--- src/rtl/instruction_fetch_stage_pkg.sv ---
// Shared constants and helpers for the IF stage of the pipelined MIPS core.
package instruction_fetch_stage_pkg;

    localparam logic [31:0] RESET_PC_DEFAULT  = 32'h0000_0000;
    localparam logic [31:0] NOP_INSTR_DEFAULT = 32'h0000_0000;  // sll $0,$0,0

    // Source of the next PC, highest priority first in the selection logic.
    typedef enum logic [2:0] {
        SEL_SEQ    = 3'd0,
        SEL_HOLD   = 3'd1,
        SEL_JR     = 3'd2,
        SEL_JUMP   = 3'd3,
        SEL_BRANCH = 3'd4
    } pc_sel_e;

    // j/jal target: upper nibble of the delay-free PC+4, 26-bit word index, byte offset 0.
    function automatic logic [31:0] jump_target(input logic [3:0]  pc_hi,
                                                input logic [25:0] index);
        return {pc_hi, index, 2'b00};
    endfunction

endpackage

--- src/rtl/if_id_reg.sv ---
// IF/ID pipeline register: loads the fetched word, holds on stall, bubbles on flush.
module if_id_reg
    import instruction_fetch_stage_pkg::*;
#(
    parameter logic [31:0] NOP_INSTR = NOP_INSTR_DEFAULT
) (
    input  logic        clk,
    input  logic        reset,
    input  logic        stall,
    input  logic        flush,
    input  logic [31:0] d_instr,
    input  logic [31:0] d_pc_plus4,
    output logic [31:0] instr,
    output logic [31:0] pc_plus4,
    output logic        valid
);

    // Flush beats stall: a flushed ID slot is wrong-path even while the hazard unit holds.
    // NOTE: sequential state uses non-blocking assignments so every register samples pre-edge values.
    always_ff @(posedge clk or posedge reset) begin
        if (reset) begin
            instr    <= NOP_INSTR;
            pc_plus4 <= '0;
            valid    <= 1'b0;
        end else if (flush) begin
            instr    <= NOP_INSTR;
            pc_plus4 <= '0;
            valid    <= 1'b0;
        end else if (!stall) begin
            instr    <= d_instr;
            pc_plus4 <= d_pc_plus4;
            valid    <= 1'b1;
        end
    end

endmodule

--- src/rtl/instruction_fetch_stage.sv ---
// IF stage: PC register, next-PC selection, misalignment flag and the IF/ID register.
module instruction_fetch_stage
    import instruction_fetch_stage_pkg::*;
#(
    parameter logic [31:0] RESET_PC  = RESET_PC_DEFAULT,
    parameter logic [31:0] NOP_INSTR = NOP_INSTR_DEFAULT
) (
    input  logic        clk,
    input  logic        reset,
    output logic [31:0] imem_addr,
    input  logic [31:0] imem_instr,
    input  logic        stall,
    input  logic        id_jump,
    input  logic        id_jr,
    input  logic [31:0] id_jr_addr,
    input  logic        ex_branch_taken,
    input  logic [31:0] ex_branch_tgt,
    output logic [31:0] pc,
    output logic [31:0] ifid_instr,
    output logic [31:0] ifid_pc_plus4,
    output logic        ifid_valid,
    output logic        misalign_err
);

    pc_sel_e     pc_sel;
    logic [31:0] pc_plus4;
    logic [31:0] raw_target;
    logic [31:0] next_pc;
    logic        redirect;
    logic        jr_q;
    logic        jump_q;

    assign imem_addr = pc;
    assign pc_plus4  = pc + 32'd4;  // wraps modulo 2^32

    // A bubble in ID carries no real j/jr, so it must never redirect.
    assign jr_q   = id_jr   & ifid_valid;
    assign jump_q = id_jump & ifid_valid;

    // Pick the next-PC source; the older instruction (EX branch) wins over stall and ID redirects.
    always_comb begin
        // NOTE: every combinational output gets a default first, so no path can infer a latch.
        pc_sel = SEL_SEQ;
        if (ex_branch_taken) pc_sel = SEL_BRANCH;
        else if (stall)      pc_sel = SEL_HOLD;
        else if (jr_q)       pc_sel = SEL_JR;
        else if (jump_q)     pc_sel = SEL_JUMP;
    end

    // Form the next PC; redirect targets are word-aligned by dropping the low two bits.
    always_comb begin
        raw_target = '0;
        redirect   = 1'b0;
        next_pc    = pc_plus4;
        unique case (pc_sel)
            SEL_BRANCH: begin raw_target = ex_branch_tgt; redirect = 1'b1; end
            SEL_JR:     begin raw_target = id_jr_addr;    redirect = 1'b1; end
            SEL_JUMP:   begin
                raw_target = jump_target(ifid_pc_plus4[31:28], ifid_instr[25:0]);
                redirect   = 1'b1;
            end
            SEL_HOLD:   next_pc = pc;
            default:    next_pc = pc_plus4;
        endcase
        if (redirect) next_pc = {raw_target[31:2], 2'b00};
    end

    // PC register and sticky misalignment flag, cleared only by reset.
    always_ff @(posedge clk or posedge reset) begin
        if (reset) begin
            pc           <= RESET_PC;
            misalign_err <= 1'b0;
        end else begin
            pc <= next_pc;
            if (redirect && (raw_target[1:0] != 2'b00)) misalign_err <= 1'b1;
        end
    end

    if_id_reg #(
        .NOP_INSTR (NOP_INSTR)
    ) u_if_id_reg (
        .clk        (clk),
        .reset      (reset),
        .stall      (stall),
        .flush      (redirect),
        .d_instr    (imem_instr),
        .d_pc_plus4 (pc_plus4),
        .instr      (ifid_instr),
        .pc_plus4   (ifid_pc_plus4),
        .valid      (ifid_valid)
    );

endmodule
--- config.mk ---
export PLATFORM = sky130hd
export DESIGN_NAME = instruction_fetch_stage
export DESIGN_NICKNAME = d
export VERILOG_FILES = /design/src/rtl/instruction_fetch_stage_pkg.sv /design/src/rtl/if_id_reg.sv /design/src/rtl/instruction_fetch_stage.sv
export SDC_FILE = /design/constraint.sdc
export NUM_CORES = 1
export LEC_CHECK = 0
export ABC_CLOCK_PERIOD_IN_PS = 4000
export CELL_PAD_IN_SITES_DETAIL_PLACEMENT = 1
export CELL_PAD_IN_SITES_GLOBAL_PLACEMENT = 2
export CORE_MARGIN = 2
export CORE_UTILIZATION = 24
export CTS_CLUSTER_DIAMETER = 50
export DETAILED_ROUTE_END_ITERATION = 16
export PLACE_DENSITY_LB_ADDON = 0.3
export SLEW_MARGIN = 20
export SYNTH_ARGS = -nofsm -noshare
export SYNTH_HDL_FRONTEND = slang
export SYNTH_SLANG_ARGS = --single-unit
--- constraint.sdc ---
create_clock -name clk -period 4 [get_ports clk]
set_input_delay 0.8 -clock clk [delete_from_list [all_inputs] [get_ports clk]]
set_output_delay 0.8 -clock clk [all_outputs]
set_load 0.03 [all_outputs]
==> summary.txt <==
Floorplan
  • Num rows: 53
  • Die area: 22200 µm²
  • Starting Density: 0.243
  • Core ar.: 20800 µm²
  • Die W: 149 µm
  • Io pins: 232
  • Die height: 149 µm

Power and ir drop
  • NetSw: 0.00104 W
  • Lkg Pwr: 3.01 nW
  • P_int: 0.00187 W
  • Seq pwr share: 0.408
  • Cell Pwr Density: 380 nW/µm²
  • Clock network power share: 0.277
  • Switching fraction of total power: 0.358
  • Total power: 0.00291 W
  • Maximum VDD drop: 0.187 mV
  • Comb pwr share: 0.314

Clock network
  • H-tree depth: 3
  • Clock sink count: 95
  • CTS tree: done
  • Clock-pin slew on the worst setup and hold paths: 0.07 ns
  • Cts repair resizes: 0
  • Num CTS Buffers: 9
  • Longest Clk Path Bufs: 2
  • Hold_buf cts: 0
  • Postcts setup bufs: 0
  • Clock root cell: clkbuf_16
  • Clk_lat worst skew: 0.35 ns

Placed design
  • Final Wtd Congestion: 0.753
  • Input/output buffers: 227
  • Total placed cells including tap cells: 953
  • Pre-CTS WS: 0.923 ns
  • Post-detail-place hpwl: 14.5 mm

Timing
  • Post-route setup TNS: 0 ns
  • Worst slew margin relative to its limit: 0.387
  • Slew @ Worst Pin: 0.920 ns
  • Final setup violation count: 0
  • Clock skew: 0.0101 ns
  • Pins over their slew limit: 0
  • Min Tclk post-route: 2.61 ns
  • Fmax achieved: 384 MHz
  • Endpoints failing hold: 0
  • RSZ-0062 raised after global routing: false
  • Final setup margin: 1.39 ns
  • Fin crit share: 0.652

Worst hold path
  • Hold Crit Start: misalign_err
  • HP Class: reg -> reg

Worst setup path
  • Critical path peak fanout: 29
  • Crit Path Class: in -> reg
  • RR Startpoint: imem_addr[2]
  • Critical path launch point type: input pin
  • Worst path slowest cell: nand2_1
  • Worst path arrival time: 2.85 ns
  • CP max stage delay: 0.58 ns
  • Req. time, crit path: 4.25 ns
  • Nature of the critical path endpoint: register
  • Cell breakdown of the critical path: clkdlybuf4s50_1 -> nor2_1 -> o21ba_2 -> nand2_1 -> o21ai_0
  • CP startpoint: id_jr

Yosys
  • Commonest cells in the synthesized netlist: dfrtp_1 (95), nand2_1 (68), o21ai_0 (52), a22o_1 (39), buf_4 (35)
  • Synthesized area per cell: 9.82 µm²
  • Register area share after synthesis: 0.470
  • Yosys warns: 0
  • #FFs+latches synth: 95
  • Yosys cell types: 54
  • Post-synth EDFFs: 0
  • Post-synth top flop: dfrtp_1
  • Top-area cell type share of the netlist area: 0.470
  • Post-Syn Instances: 515
  • Netlist area before placement: 5060 µm²
  • Most frequent cell after synthesis: dfrtp_1
  • Cell taking the most area after synthesis: dfrtp_1
  • Ys async rst share: 1.00
  • Top area cells in the synthesized netlist: dfrtp_1 (47%), a22o_1 (6.8%), buf_4 (5.2%), o21ai_0 (5.1%), nand2_1 (5.0%)

Route
  • Routed len/inst: 20.8 µm
  • Drt first pass iters: 4
  • Post-DRT Antenna Nets: 0
  • Starting DRT DRC Count: 224
  • Vias post-DR: 4801
  • # DRC: 0
  • Vias/cell: 4.96
  • Detailed Route WL: 20.1 mm

Outcome
  • Outcome: finished clean

Final layout
  • Share of layout cells above drive strength 1: 0.0577
  • Final nets: 792
  • Fin util: 0.368
  • Register area: 2380 µm²
  • Area growth, synth to finish: 51.5%
  • Multi-input logic area: 2290 µm²
  • Fill count: 2352
  • Diode count: 0
  • Non-filler cells, final: 968

Global routing
  • Vias in the first global route: 5247
  • Largest net degree at the start of global routing: 82
  • Gr ovfl total: 0
  • Initial antenna violation count: 0
  • Total Routing Usage GR: 0.184
  • First-pass GRT wire length: 31.2 mm

Run
  • Max-cap viol count: 0
==> power by group through the flow <==
stage | Clock [W] | Combinational [W] | Sequential (W)
4_1_cts | 0.000836 | 0.000929 | 0.00119
6_report | 0.000808 | 0.000916 | 0.00119
3_5_place_dp | 0 | 0.000926 | 0.00121
5_1_grt | 0.000878 | 0.000976 | 0.00121
3_3_place_gp | 0 | 0.000916 | 0.00121
2_1_floorplan | 0 | 0.000383 | 0.00133
==> final cells by class <==
cell class	count	share of cell area
timing repair buffer	235	0.309
inverter	5	0.00278
multi-input combinational	343	0.299
clock buffer	9	0.0294
clock inverter	6	0.00506
sequential	95	0.310
tap	275	0.0449
==> cells by family after synthesis <==
group,after synthesis,synth area share
fa+ha+maj,1,0.00247
xor+xnor,28,0.0485
buf+inv,80,0.0891
flops,95,0.470
simple gates,140,0.145
mux,1,0.00198
other cells,1,0.000742
compound gates,169,0.242
==> path summary, 6_finish.rpt <==
path,endpoint,slack [ns],cells after the start
setup / recovery,u_if_id_reg.pc_plus4[15],1.39,5
hold / removal,misalign_err,0.48,1
max in group asynchronous,u_if_id_reg.instr[0],2.35,3
setup reg to reg,imem_addr[20],1.52,6
hold reg to reg,misalign_err,0.48,1
min in group asynchronous,imem_addr[14],0.95,2
==> worst max-delay path, delay by kind of cell <==
family	cells	cell delay, ns
and+or+nand+nor	2	0.80
AOI/OAI and AO/OA	2	0.72
buffers and inverters	1	0.52
==> layout by cell type (no fill, tap or decap), types with 3 or more instances in the layout <==
| cell | n |
|---|---|
| buf_4 | 5 |
| a221o_1 | 3 |
| a22o_1 | 39 |
| xor2_1 | 18 |
| clkinv_2 | 3 |
| and3_1 | 4 |
| and2_1 | 4 |
| buf_12 | 3 |
| a222oi_1 | 12 |
| clkbuf_16 | 9 |
| nand2b_1 | 3 |
| a21oi_1 | 13 |
| dfrtp_1 | 95 |
| nand4_1 | 16 |
| o21ai_0 | 52 |
| nand3_1 | 13 |
| a21o_1 | 4 |
| a2bb2oi_1 | 3 |
| inv_1 | 4 |
| o21a_1 | 4 |
| a221oi_1 | 14 |
| o31ai_1 | 7 |
| xnor2_1 | 10 |
| conb_1 | 4 |
| nor2_1 | 13 |
| nand2_1 | 68 |
| clkdlybuf4s50_1 | 226 |
==> sequential cells by signal, summed over array words and instances, names as in the netlist <==
name                  flops
imem_addr                30
misalign_err              1
u_if_id_reg.instr        32
u_if_id_reg.pc_plus4     31
u_if_id_reg.valid         1
==> layer usage <==
layer / vias up / wire length, µm / GRT usage
met5: - / 0 / 0
met3: 11 / 1480 / 0.0446
met2: 186 / 9330 / 0.300
li1: 2218 / - / -
met4: 0 / 197 / 0.0462
met1: 2386 / 9090 / 0.247
==> through the flow <==
step	hold WS, ns	area [µm²]
global placement	0.455	7390
CTS	0.480	7660
finish	0.476	7660
detailed placement	0.459	7390
global route	0.512	7660
floorplan	0.659	5070
No activity file was read; power rests on OpenSTA's default activity.
==> RTL edit: new RTL, config.mk and constraints unchanged <==
Make the reset (`reset`) synchronous in 2 clocked blocks.
--- a/src/rtl/if_id_reg.sv
+++ b/src/rtl/if_id_reg.sv
@@ -18,5 +18,5 @@
     // Flush beats stall: a flushed ID slot is wrong-path even while the hazard unit holds.
     // NOTE: sequential state uses non-blocking assignments so every register samples pre-edge values.
-    always_ff @(posedge clk or posedge reset) begin
+    always_ff @(posedge clk) begin
         if (reset) begin
             instr    <= NOP_INSTR;
--- a/src/rtl/instruction_fetch_stage.sv
+++ b/src/rtl/instruction_fetch_stage.sv
@@ -67,5 +67,5 @@
 
     // PC register and sticky misalignment flag, cleared only by reset.
-    always_ff @(posedge clk or posedge reset) begin
+    always_ff @(posedge clk) begin
         if (reset) begin
             pc           <= RESET_PC;
Behaviour: differs if reset is asserted again (counterexample within 4 cycles, from zero or initial values and one cycle with reset high); with reset held inactive, the same outputs for 10 cycles.
==> RTL edit against the unedited design <==
- total power decreased by 7.6%
- core utilization decreased by 0.056 points
- worst setup slack lost 0.41 ns
- global-route usage is 0.19 points higher
- cell area grew 1.4%
- area after synthesis is 2.9% higher
- critical path type unchanged
- largest power group unchanged
- highest routed layer is now met5
- wire length is 7.0% higher
- sequential cell count shrank 1
==> RTL edit: results (changes against the unedited design) <==
Status
Outcome: finished clean (unchanged).

Setup path
The maximum single-stage delay on the critical path came to 0.94 ns (was 0.58 ns). The number of cells traversed by the worst register-to-register path is 7 (was 6). The critical register-to-register path endpoint is imem_addr[22] (was imem_addr[20]). The critical register-to-register path startpoint is imem_addr[2] (unchanged). The endpoint arrival time on the critical path was 3.32 ns (was 2.85 ns).

Cells and area
The total number of nets in the final design is 887 (was 792). The proportion of layout cells with a drive suffix above 1 was 6.46% (was 5.77%).

Placed design
The placed cell count is 1048 (was 953). The total of buffers placed on input and output ports is 225 (was 227). The total placed instance area is 7430 um2 (was 7390 um2).

Power and ir drop
The largest voltage drop on the vdd net came to 196 uV (was 187 uV).

Worst hold path
The number of cells on the worst hold path is 2 (was 1). The end point of the worst hold path is misalign_err (unchanged). The startpoint of the most critical hold path is misalign_err (unchanged).

GRT
The met2 capacity usage during global routing came to 29.1% (was 30.0%). The global-route total usage across every layer is 18.6% (was 18.4%). The global routing met1 resource utilization is 26.0% (was 24.7%).

STA
The largest clock skew in the final design came to 0.0100 ns (was 0.0101 ns).

Drt
The total vias in the final route was 5329 (was 4801). The count of routing violations after the opening detailed-route iteration came to 412 (was 224).

Synth
The post-synthesis async set-or-reset flop share was 0% (was 100%). List of most frequent post-synthesis cells: dfxtp_1 (94), nor2_1 (70), nand2_1 (42) (was dfrtp_1 (95), nand2_1 (68), o21ai_0 (52)). The sequential fraction of the synthesis area is 36.2% (was 47.0%). The top cell type by total area after synthesis is dfxtp_1 (was dfrtp_1). The number of distinct standard cells referenced by the synthesized netlist was 65 (was 54).
==> RTL edit: cell count changes in the layout (fill, tap and decap cells not counted), moves of 26 or more <==
cell / unedited run / this run
mux2i_1: 1 / 35
nand2_1: 68 / 42
dfxtp_1: 0 / 94
dfrtp_1: 95 / 0
a22o_1: 39 / 6
nor2_1: 13 / 70
==> RTL edit: worst max path at each step <==
stage / from / to / slack (ns) / cells after the start
global route: ex_branch_taken / imem_addr[21] / 0.85 / 6
finish: ex_branch_taken / imem_addr[21] / 0.99 / 6
CTS: ex_branch_taken / imem_addr[21] / 1.08 / 6
floorplan: imem_addr[2] / imem_addr[18] / 1.76 / 6
global placement: ex_branch_taken / imem_addr[21] / 0.76 / 6
detailed placement: ex_branch_taken / imem_addr[21] / 0.70 / 6
==> RTL edit: logic make-up (layout without fill, tap and decap cells) <==
kind of cell             after synthesis  count (layout)  synth area share, %
AO/OA/AOI/OAI                        167             167                 22.8
flip-flops                            94              94                 36.2
multiplexers                          36              36                 6.95
adder cells (fa/ha/maj)                1               1                0.240
XOR/XNOR                              22              22                 3.70
AND/OR/NAND/NOR                      196             196                 19.5
other                                  1               7               0.0721
buffers and inverters                 97             267                 10.5
==> RTL edit: per-stage QoR <==
stage               hold WS [ns]  worst slack (ns)
finish                     0.475             0.987
global route               0.514             0.846
CTS                        0.475              1.08
detailed placement         0.464             0.705
global placement           0.456             0.761
floorplan                  0.584              1.76
==> RTL edit: power by group through the flow <==
stage / combinational (mW) / sequential (mW) / clock, mW
after floorplan: 0.298 / 1.15 / 0
after global placement: 0.640 / 1.09 / 0
after detailed placement: 0.647 / 1.09 / 0
after CTS: 0.649 / 1.07 / 1.01
after global routing: 0.688 / 1.08 / 1.04
final: 0.644 / 1.07 / 0.979
==> RTL edit: worst max-delay path: cells and delay by family <==
kind,cells,cell delay (ns)
and+or+nand+nor,2,1.30
buffers and inverters,1,0.73
AOI/OAI and AO/OA,3,0.48
==> RTL edit: per-layer routing <==
layer,up-vias,share of wire (%)
met5,-,0.074
met4,2,1.5
met3,20,4.5
met2,168,47
met1,2603,47
li1,2536,-
==> RTL edit: area by class of cell <==
type,count,area (um2)
inverter,12,45.0
fill,2431,13400
clock buffer,10,239
tap,275,344
clock inverter,6,93.8
antenna,1,2.50
multi-input combinational,428,2800
sequential,94,1880
timing repair buffer,239,2360
